===== src/rtl/instr_encoder.sv =====
// RV32I instruction encoder: packs decoded fields into 32-bit words and expands LI into LUI/ADDI.
// Define ENC_XCUSTOM_EN to make op 10 emit the custom-0 R-type word; otherwise op 10 is illegal.
module instr_encoder (
  input  logic        clk_i,
  input  logic        rst_i,
  input  logic        req_valid_i,
  output logic        req_ready_o,
  input  logic [3:0]  req_op_i,
  input  logic [2:0]  req_f3_i,
  input  logic        req_alt_i,
  input  logic [4:0]  req_rd_i,
  input  logic [4:0]  req_rs1_i,
  input  logic [4:0]  req_rs2_i,
  input  logic [31:0] req_imm_i,
  output logic        instr_valid_o,
  input  logic        instr_ready_i,
  output logic [31:0] instr_o,
  output logic        err_o,
  output logic        dbg_state_o
);

  // Handshake: a transfer happens on a rising edge where valid and ready are both high;
  // a producer holding valid keeps its payload stable until that edge.

  localparam logic [3:0] CL_LUI     = 4'd0;
  localparam logic [3:0] CL_AUIPC   = 4'd1;
  localparam logic [3:0] CL_JAL     = 4'd2;
  localparam logic [3:0] CL_JALR    = 4'd3;
  localparam logic [3:0] CL_BRANCH  = 4'd4;
  localparam logic [3:0] CL_LOAD    = 4'd5;
  localparam logic [3:0] CL_STORE   = 4'd6;
  localparam logic [3:0] CL_OPIMM   = 4'd7;
  localparam logic [3:0] CL_OP      = 4'd8;
  localparam logic [3:0] CL_LI      = 4'd9;
  localparam logic [3:0] CL_XCUSTOM = 4'd10;

  localparam logic [6:0] OPC_LUI     = 7'b0110111;
  localparam logic [6:0] OPC_AUIPC   = 7'b0010111;
  localparam logic [6:0] OPC_JAL     = 7'b1101111;
  localparam logic [6:0] OPC_JALR    = 7'b1100111;
  localparam logic [6:0] OPC_BRANCH  = 7'b1100011;
  localparam logic [6:0] OPC_LOAD    = 7'b0000011;
  localparam logic [6:0] OPC_STORE   = 7'b0100011;
  localparam logic [6:0] OPC_OPIMM   = 7'b0010011;
  localparam logic [6:0] OPC_OP      = 7'b0110011;
  localparam logic [6:0] OPC_XCUSTOM = 7'b0001011;

  typedef enum logic {
    IDLE  = 1'b0,
    LI_LO = 1'b1
  } state_t;

  // ---------------------------------------------------------------------------
  // Format packers
  // ---------------------------------------------------------------------------
  function automatic logic [31:0] pack_u(input logic [31:0] imm, input logic [4:0] rd,
                                         input logic [6:0] opc);
    return {imm[31:12], rd, opc};
  endfunction

  function automatic logic [31:0] pack_j(input logic [31:0] imm, input logic [4:0] rd,
                                         input logic [6:0] opc);
    return {imm[20], imm[10:1], imm[11], imm[19:12], rd, opc};
  endfunction

  function automatic logic [31:0] pack_i(input logic [31:0] imm, input logic [4:0] rs1,
                                         input logic [2:0] f3, input logic [4:0] rd,
                                         input logic [6:0] opc);
    return {imm[11:0], rs1, f3, rd, opc};
  endfunction

  function automatic logic [31:0] pack_s(input logic [31:0] imm, input logic [4:0] rs2,
                                         input logic [4:0] rs1, input logic [2:0] f3,
                                         input logic [6:0] opc);
    return {imm[11:5], rs2, rs1, f3, imm[4:0], opc};
  endfunction

  function automatic logic [31:0] pack_b(input logic [31:0] imm, input logic [4:0] rs2,
                                         input logic [4:0] rs1, input logic [2:0] f3,
                                         input logic [6:0] opc);
    return {imm[12], imm[10:5], rs2, rs1, f3, imm[4:1], imm[11], opc};
  endfunction

  function automatic logic [31:0] pack_r(input logic [6:0] f7, input logic [4:0] rs2,
                                         input logic [4:0] rs1, input logic [2:0] f3,
                                         input logic [4:0] rd, input logic [6:0] opc);
    return {f7, rs2, rs1, f3, rd, opc};
  endfunction

  // ---------------------------------------------------------------------------
  // Request decode: first word, optional second word, legality
  // ---------------------------------------------------------------------------
  logic [31:0] word_a;
  logic [31:0] word_b;
  logic        two_words;
  logic        illegal;
  logic        li_small;
  logic [19:0] li_hi;
  logic        shift_imm;
  logic [6:0]  alt_f7;

  // LI fits a single ADDI when the value is the sign extension of its low 12 bits.
  assign li_small  = (req_imm_i == {{20{req_imm_i[11]}}, req_imm_i[11:0]});
  // ADDI sign-extends its 12-bit operand, so the upper part is rounded up when bit 11 is set.
  assign li_hi     = req_imm_i[31:12] + {19'd0, req_imm_i[11]};
  assign shift_imm = (req_f3_i == 3'b001) || (req_f3_i == 3'b101);
  assign alt_f7    = {1'b0, req_alt_i, 5'd0};

  always_comb begin
    word_a    = '0;
    word_b    = '0;
    two_words = 1'b0;
    illegal   = 1'b0;
    case (req_op_i)
      CL_LUI:    word_a = pack_u(req_imm_i, req_rd_i, OPC_LUI);
      CL_AUIPC:  word_a = pack_u(req_imm_i, req_rd_i, OPC_AUIPC);
      CL_JAL:    word_a = pack_j(req_imm_i, req_rd_i, OPC_JAL);
      CL_JALR:   word_a = pack_i(req_imm_i, req_rs1_i, 3'b000, req_rd_i, OPC_JALR);
      CL_BRANCH: word_a = pack_b(req_imm_i, req_rs2_i, req_rs1_i, req_f3_i, OPC_BRANCH);
      CL_LOAD:   word_a = pack_i(req_imm_i, req_rs1_i, req_f3_i, req_rd_i, OPC_LOAD);
      CL_STORE:  word_a = pack_s(req_imm_i, req_rs2_i, req_rs1_i, req_f3_i, OPC_STORE);
      CL_OPIMM: begin
        if (shift_imm) begin
          word_a = pack_r(alt_f7, req_imm_i[4:0], req_rs1_i, req_f3_i, req_rd_i, OPC_OPIMM);
        end else begin
          word_a = pack_i(req_imm_i, req_rs1_i, req_f3_i, req_rd_i, OPC_OPIMM);
        end
      end
      CL_OP:     word_a = pack_r(alt_f7, req_rs2_i, req_rs1_i, req_f3_i, req_rd_i, OPC_OP);
      CL_LI: begin
        if (li_small) begin
          word_a = pack_i(req_imm_i, 5'd0, 3'b000, req_rd_i, OPC_OPIMM);
        end else begin
          word_a    = {li_hi, req_rd_i, OPC_LUI};
          word_b    = pack_i(req_imm_i, req_rd_i, 3'b000, req_rd_i, OPC_OPIMM);
          two_words = (req_imm_i[11:0] != 12'd0);
        end
      end
`ifdef ENC_XCUSTOM_EN
      CL_XCUSTOM: word_a = pack_r(7'd0, req_rs2_i, req_rs1_i, req_f3_i, req_rd_i, OPC_XCUSTOM);
`else
      CL_XCUSTOM: illegal = 1'b1;
`endif
      default:   illegal = 1'b1;
    endcase
  end

  // ---------------------------------------------------------------------------
  // Output slot control
  // ---------------------------------------------------------------------------
  state_t      state;
  state_t      state_n;
  logic [31:0] pend;
  logic [31:0] pend_n;
  logic [31:0] instr_n;
  logic        valid_n;
  logic        err_n;
  logic        slot_free;
  logic        accept;

  assign slot_free   = !instr_valid_o || instr_ready_i;
  assign req_ready_o = (state == IDLE) && slot_free && !rst_i;
  assign accept      = req_valid_i && req_ready_o;
  assign dbg_state_o = (state == LI_LO);

  always_comb begin
    state_n = state;
    pend_n  = pend;
    instr_n = instr_o;
    valid_n = instr_valid_o && !instr_ready_i;
    err_n   = 1'b0;
    case (state)
      IDLE: begin
        if (accept) begin
          if (illegal) begin
            err_n = 1'b1;
          end else begin
            instr_n = word_a;
            valid_n = 1'b1;
            if (two_words) begin
              pend_n  = word_b;
              state_n = LI_LO;
            end
          end
        end
      end
      LI_LO: begin
        if (slot_free) begin
          instr_n = pend;
          valid_n = 1'b1;
          state_n = IDLE;
        end
      end
      default: state_n = IDLE;
    endcase
  end

  always_ff @(posedge clk_i or posedge rst_i) begin
    if (rst_i) begin
      state         <= IDLE;
      pend          <= '0;
      instr_o       <= '0;
      instr_valid_o <= 1'b0;
      err_o         <= 1'b0;
    end else begin
      state         <= state_n;
      pend          <= pend_n;
      instr_o       <= instr_n;
      instr_valid_o <= valid_n;
      err_o         <= err_n;
    end
  end

endmodule


===== config.mk =====
export PLATFORM = sky130hd
export DESIGN_NAME = instr_encoder
export DESIGN_NICKNAME = d
export VERILOG_FILES = /design/src/rtl/instr_encoder.sv
export SDC_FILE = /design/constraint.sdc
export NUM_CORES = 1
export LEC_CHECK = 0
export BUFFER_PORTS_ARGS = -buffer_cell sky130_fd_sc_hd__clkbuf_2
export CORE_MARGIN = 4
export CORE_UTILIZATION = 48
export CTS_CLUSTER_DIAMETER = 150
export DETAILED_ROUTE_END_ITERATION = 10
export PLACE_DENSITY = 0.77
export SYNTH_ARGS = -nofsm -noshare
export SYNTH_HDL_FRONTEND = slang
export SYNTH_SLANG_ARGS = --single-unit

===== constraint.sdc =====
create_clock -name clk_i -period 1.9 [get_ports clk_i]
set_input_delay 0.38 -clock clk_i [delete_from_list [all_inputs] [get_ports clk_i]]
set_output_delay 0.38 -clock clk_i [all_outputs]
set_load 0.02 [all_outputs]

# == Yosys cells after proc, flatten, opt, wreduce, memory -nomap -nowiden ==
# Index checks and enable logic that the tools add are counted.
# totals
register_bits,67
in_bits,59
output_inout_bits,36
elab_cells,59
# op_classes
add_sub_neg,1
eq_ne,15
n_mux,23
bitwise_logic,1
reduce_logical,14
# op_table
cell,count
one-hot mux 32 bit (10 select lines),1
two-way mux 32 bit,7
one-hot mux 32 bit (2 select lines),1
adder 20 x 1 -> 20 bit,1
equality test 20 bit,1
equality test 4 x 3 -> 1 bit (second input constant),4
two-way mux 1 bit,12
nonzero test 12 bit,1
OR reduction 10 bit,1
equality test 4 x 2 -> 1 bit (second input constant),2
equality test 4 bit (second input constant),2
equality test 4 x 1 -> 1 bit (second input constant),1
logical AND 1 bit,4
logical NOT 4 bit,1
!= test 2 bit (second input constant),2
one-hot mux 1 bit (2 select lines),2
AND reduction 4 bit,1
equality test 3 x 1 -> 1 bit (second input constant),1
equality test 3 bit (second input constant),1
logical NOT 1 bit,3
AND reduction 3 bit,1
logical OR 1 bit,2
!= test 2 x 1 -> 1 bit (second input constant),1
inverter 1 bit,1

# == Logic depth before layout (Yosys ltp) ==
# Gate-level depths: netlist (run 1).
# logic_depth
word_depth,7
mapped_depth,9
ltp_nobuf,8

# == Least setup slack after synthesis (run 1) ==
# OpenSTA, ideal clock, no wires.
# synth_timing
kind,input port to flip-flop
from,input rst_i
to,register pend[15]
setup_time_ns,0.125
arrival_time_ns,2.884
required_time_ns,1.775
slack_ns,-1.109
cell_stages,6
n_path_buf,1
cell_sequence,inv_1 -> nand4_1 -> nor2_2 -> nand4_4 -> buf_12 -> mux2_4
# synth_between
elab_chain_cells,4
# synth_lines
element,line_no,rtl
"start, declared",5,"input logic rst_i,"
logical NOT 1 bit (no source line),--,
logical AND 1 bit,162,assign req_ready_o = (state == IDLE) && slot_free && !rst_i;
logical AND 1 bit,163,assign accept = req_valid_i && req_ready_o;
AND reduction 4 bit (no source line),--,
"end signal, assigned",207,pend <= pend_n;
"end, declared",153,logic [31:0] pend;
# Every way passes these cells.
# A chain may end at the register's enable or synchronous reset.

# == Final worst setup path (run 1) ==
# layout_timing
from,input req_imm_i[16]
to,register pend[21]
# layout_between
elab_chain_cells,4
word_cells_on_any_way,6
cone_classes,eq/ne: 1; mux: 4; reduce/logical: 1
# layout_lines
element,line_no,rtl
"start, declared",14,"input logic [31:0] req_imm_i,"
equality test 20 bit *,103,"assign li_small = (req_imm_i == {{20{req_imm_i[11]}}, req_imm_i[11:0]});"
two-way mux 1 bit,131,if (li_small) begin
two-way mux 1 bit,114,case (req_op_i)
AND reduction 4 bit (no source line),--,
# Mark *: on every way between the ends. The rest lies on a longest branch, timed or not.

==> results of run 1 <==
metal layers:
metal  up-vias  track usage  routed length, µm
li1       1751            -                  -
met1      1907        0.367               4950
met2       267        0.453               6050
met3        42       0.0617               1260
met4         0        0.107                327
met5         -            0                  0
what timing repair did:
item,4_1_cts,5_1_grt
gates resized for setup,10,45
setup buffers,1,5
pin swaps,0,8
setup endpoints to repair,37,37
critical path, delay by kind of cell:
kind / cells / cell delay (ns)
compound gates: 2 / 0.30
buf+inv: 2 / 0.26
mux: 1 / 0.34
simple gates: 3 / 0.93
how the worst max path moves through the flow:
stage | from | endpoint | slack [ns] | cells past startpoint
CTS | req_imm_i[16] | pend[22] | -0.11 | 8
floorplan | rst_i | instr_o[21] | -0.50 | 8
finish | req_imm_i[16] | pend[21] | -0.11 | 8
detailed placement | req_imm_i[24] | pend[28] | -0.52 | 8
global route | req_imm_i[16] | pend[23] | -0.17 | 8
global placement | req_imm_i[24] | pend[21] | -0.44 | 8
through the flow:
step / power (mW) / TNS, ns
floorplan: 3.02 / -20.48
detailed placement: 3.96 / -17.23
CTS: 4.77 / -1.68
global route: 5.11 / -3.03
global placement: 3.89 / -14.89
finish: 4.86 / -1.59
kinds of logic (layout without fill, tap and decap cells):
group | count (synthesis) | after routing | synth area share
mux | 29 | 29 | 0.0992
buf+inv | 28 | 186 | 0.0435
simple gates | 140 | 140 | 0.211
flops | 52 | 52 | 0.377
compound gates | 110 | 110 | 0.219
xor+xnor | 17 | 17 | 0.0431
fa+ha+maj | 2 | 2 | 0.00724
placed cells by master (no fill, tap or decap), types with 7 or more instances in the layout:
cell and instances:
xnor2_1 12, o21ai_1 9, clkbuf_2 92, nand2b_1 7, a221oi_1 10, dfrtp_1 52
nand4_1 8, a21oi_1 15, mux2_4 10, mux2_2 8, nand2_1 33, nand3_1 21
o21ai_0 23, buf_4 71, nor2_1 28, mux2i_1 11, a22oi_1 11
area by class of cell:
class | instances | share of cell area
tap | 96 | 0.0249
sequential | 52 | 0.270
clock buffer | 5 | 0.0143
clock inverter | 3 | 0.00961
multi-input combinational | 298 | 0.437
inverter | 4 | 0.00389
timing repair buffer | 174 | 0.241
power by group through the flow:
| stage | clock network [mW] | registers, mW | logic, mW |
|---|---|---|---|
| floorplan | 0 | 2.09 | 0.932 |
| global placement | 0 | 1.74 | 2.15 |
| detailed placement | 0 | 1.76 | 2.21 |
| CTS | 0.809 | 1.74 | 2.23 |
| finish | 0.800 | 1.75 | 2.30 |
| global route | 0.844 | 1.79 | 2.48 |
state kept, by name, summed over array words and instances (netlist names):
| name | flops |
|---|---|
| instr_o | 31 |
| pend | 18 |
| dbg_state_o | 1 |
| err_o | 1 |
| instr_valid_o | 1 |
==> impl_metrics.tcl, run 1 <==
set metrics [dict create \
    status "complete, but fails checks" \
    violations "setup timing" \
    start_util 0.500 \
    syn-instance-count 378 \
    finalHoldViolations 0 \
    drc 0 \
    post_route_cells_drive_above_1_share 0.422 \
    overflow 0 \
    postSynthAreaPerCell_um2 9.14 \
    r2r_slack_ns 0.07 \
    max_clock_freq_mhz 497 \
    n_fill_cell 577 \
    path_max_fanout 13 \
    fp.dieH_um 92.8 \
    drt_first_pass_iters 8 \
    max-vdd-ir-drop_uv 504 \
    finalCriticalPeriod_ns 2.01 \
    p_int_mw 2.83 \
    setup_viol 22 \
    skew_ns 0.00824 \
    p_switching_mw 2.03 \
    wl_per_cell_um 19.9 \
    slew_headroom 0.544 \
    dp_worst_setup_slack_ns -0.515 \
    maxCapViolations 0 \
    ys_types 56 \
    dr_total_vias 3967 \
    synth_top_area_cell "dfrtp_1" \
    ys_warn_count 0 \
    fin_crit_sh 1.06 \
    grt_usage 0.281 \
    clock_power_share 0.165 \
    yosysSeqAreaShare 0.377 \
    antenna_left 0 \
    grt_pass1_wl_mm 19.2 \
    grt_max_degree 53 \
    row_count 30 \
    tritoncts "yes" \
    cts_made_buffers 5 \
    async_flop_share 1.00 \
    arrival_ns 2.22 \
    final_nets 596 \
    final-max-slew-violation-count 0 \
    drt-total-wl_mm 12.6 \
    grt_pass1_vias 3910 \
    path_clk_slew_ns 0.10 \
    placed_area_mm2 0.00450 \
    synth_area_leaders "dfrtp_1, o21ai_0, nand2_1, mux2_4, nor2_1" \
    core_area_mm2 0.00691 \
    worstPathCellList "buf_8, or4_4, o22ai_4, o221ai_2, or2_4, nand4_4, buf_12, mux2_2" \
    hpwl_mm 9.30 \
    syn_to_final_growth_pct 39.5 \
    clockBufferDepth 2 \
    viasPerCell 6.28 \
    swShare 0.418 \
    clk_latency_ns 0.32 \
    htree_levels 2 \
    die_w_um 92.8 \
    hold_path_class "in2async" \
    layout.cells.non_filler 632 \
    io_buffers 94 \
    place.detailed.instances 619 \
    leakage_nw 2.27 \
    worstPathRequired_ns 2.11 \
    crit_path_end_kind "register" \
    tightest_slew_ns 0.680 \
    fin_hold_ws_ns 0.288 \
    r2r_cells 8 \
    ys.flop_type "dfrtp_1" \
    drtIter0Drc 385 \
    fin_area_mm2 0.00482 \
    r2r-start "instr_valid_o" \
    synth.ff_latch_count 52 \
    start_kind "input port" \
    die_area_mm2 0.00862 \
    share_seq_of_total_power 0.361 \
    synth_nets 439 \
    slowest_stage "or4_4" \
    final_util 0.698 \
    regArea_mm2 0.00130 \
    synth_most_common_cell "dfrtp_1" \
    final.setup.worst_slack_ns -0.111 \
    yosys-top-cells-count "dfrtp_1, o21ai_0, nand2_1, nor2_1, nand3_1" \
    power_density_mw_per_mm2 1010 \
    hold_buffers 0 \
    diodes 0 \
    clock-sinks 52 \
    timing.rr.end "instr_o[18]" \
    cts_root_buffer "clkbuf_8" \
    synth_top_area_share 0.377 \
    ioPinCount 95 \
    synth_edf_count 0 \
    combPwrFrac 0.474 \
    multiInputGateArea_mm2 0.00210 \
    max_stage_delay_ns 0.54 \
    routabilityCongestion 0.925 \
    rsz0062_at_grt "true" \
    grt_antenna_before_repair 0 \
    critPathKind "in2reg" \
    post_synth_instance_area_mm2 0.00345 \
]
(Power assumes the default switching activity.)
==> run 2: changes to the inputs <==
CORE_MARGIN = unset   (was 4)
==> impl_metrics.tcl, run 2 (synthesis results as in run 1) <==
set metrics [dict create \
    status "complete, but fails checks" \
    violations "setup timing" \
    slew_headroom 0.255 \
    regArea_mm2 0.00130 \
    path_clk_slew_ns 0.10 \
    setup_viol 18 \
    row_count 30 \
    layout.cells.non_filler 631 \
    post_route_cells_drive_above_1_share 0.421 \
    max-vdd-ir-drop_uv 476 \
    wl_per_cell_um 19.4 \
    tightest_slew_ns 1.11 \
    skew_ns 0.00609 \
    place.detailed.instances 617 \
    fin_crit_sh 1.06 \
    fin_area_mm2 0.00480 \
    final_nets 595 \
    hold_path_class "in2async" \
    fin_setup_tns_ns -1.66 \
    grt_pass1_wl_mm 18.8 \
    antenna_left 0 \
    finalCriticalPeriod_ns 2.01 \
    regMostFlops "instr_o" \
    clockBufferDepth 2 \
    placed_area_mm2 0.00451 \
    die_area_mm2 0.00754 \
    htree_levels 2 \
    start_kind "input port" \
    drtIter0Drc 485 \
    arrival_ns 2.22 \
    maxCapViolations 0 \
    cp_top_family "simple AND/OR/NAND/NOR gates" \
    final_cell_mix "clkbuf_2, buf_4, dfrtp_1" \
    rsz0062_at_grt "true" \
    p_total_mw 4.69 \
    overflow 0 \
    fp.dieH_um 86.8 \
    final.setup.worst_slack_ns -0.113 \
    worstPathCellList "buf_6, or4_4, o22ai_4, o221ai_2, or2_4, nand4_4, buf_12, mux2_4" \
    multiInputGateArea_mm2 0.00214 \
    leakage_nw 2.28 \
    drc 0 \
    clk_latency_ns 0.32 \
    cts_root_buffer "clkbuf_8" \
    worstPathBufferInverterCount 2 \
    grt_antenna_before_repair 0 \
    die_w_um 86.8 \
    max_clock_freq_mhz 497 \
    start_util 0.503 \
    routabilityCongestion 0.944 \
    tritoncts "yes" \
    n_fill_cell 569 \
    path_max_fanout 7 \
    critPathKind "in2reg" \
    r2r_slack_ns 0.11 \
    drt-total-wl_mm 12.3 \
    dr_total_vias 3884 \
    crit_path_end_kind "register" \
    reg.largest.list "instr_o (31), pend (18)" \
    syn_to_final_growth_pct 39.0 \
    hpwl_mm 8.92 \
    diodes 0 \
    viasPerCell 6.16 \
    power_density_mw_per_mm2 977 \
    finalHoldViolations 0 \
    worstPathRequired_ns 2.11 \
    ioPinCount 95 \
    largest_reg_flops 31 \
    cts_made_buffers 5 \
    max_stage_delay_ns 0.54 \
    grt_pass1_vias 3703 \
    grt_max_degree 53 \
    drt_first_pass_iters 7 \
    io_buffers 94 \
    final-max-slew-violation-count 0 \
    layout_commonest_cell "clkbuf_2" \
    clock-sinks 52 \
    core_area_mm2 0.00687 \
    slowest_stage "or4_4" \
    dp_worst_setup_slack_ns -0.540 \
    grt_usage 0.328 \
]
## run 2: timing repair
item	4_1_cts	5_1_grt
resized for setup	20	24
setup endpoints to repair	36	39
setup buffers	2	4
hold buffers	0	0
pin swaps	3	4
## run 2: tightest hold or removal path, delay by kind of cell
family / cells / cell delay, ns
buffers and inverters: 3 / 0.72
## run 2: power by group
part           internal (mW)  leakage [nW]  switching (mW)
clock                  0.258        0.0479           0.393
sequential              1.49         0.672           0.250
combinational          0.955          1.56            1.34
total                   2.71          2.28            1.98
## run 2: routing by layer
| metal | track usage | share of wire | up-vias |
|---|---|---|---|
| met2 | 0.507 | 0.47 | 234 |
| met4 | 0.145 | 0.033 | 0 |
| met1 | 0.451 | 0.41 | 1859 |
| met3 | 0.0552 | 0.085 | 43 |
| met5 | 0 | 0 | - |
| li1 | - | - | 1748 |
## run 2: path summary, 6_finish.rpt
kind	cells past startpoint	from	end
hold / removal	3	rst_i	err_o
max in group asynchronous	3	rst_i	instr_o[1]
setup / recovery	8	req_imm_i[19]	pend[22]
setup reg to reg	7	instr_valid_o	instr_o[26]
hold reg to reg	1	pend[4]	pend[4]
min in group clk_i	2	req_valid_i	err_o
## run 2: cell type report
class                   instances  area share
repair buffers                173       0.237
multi-input cells             298       0.445
inverters                       4     0.00391
clock inverters                 3     0.00391
clock buffers                   5      0.0143
well taps                      96      0.0250
flip-flops and latches         52       0.271
## run 2: metrics by stage
| step | util | hold slack, ns |
|---|---|---|
| final | 0.699 | 0.275 |
| after detailed placement | 0.657 | 0.463 |
| after CTS | 0.681 | 0.302 |
| after global placement | 0.657 | 0.454 |
| after floorplan | - | 0.435 |
| after global routing | 0.699 | 0.312 |
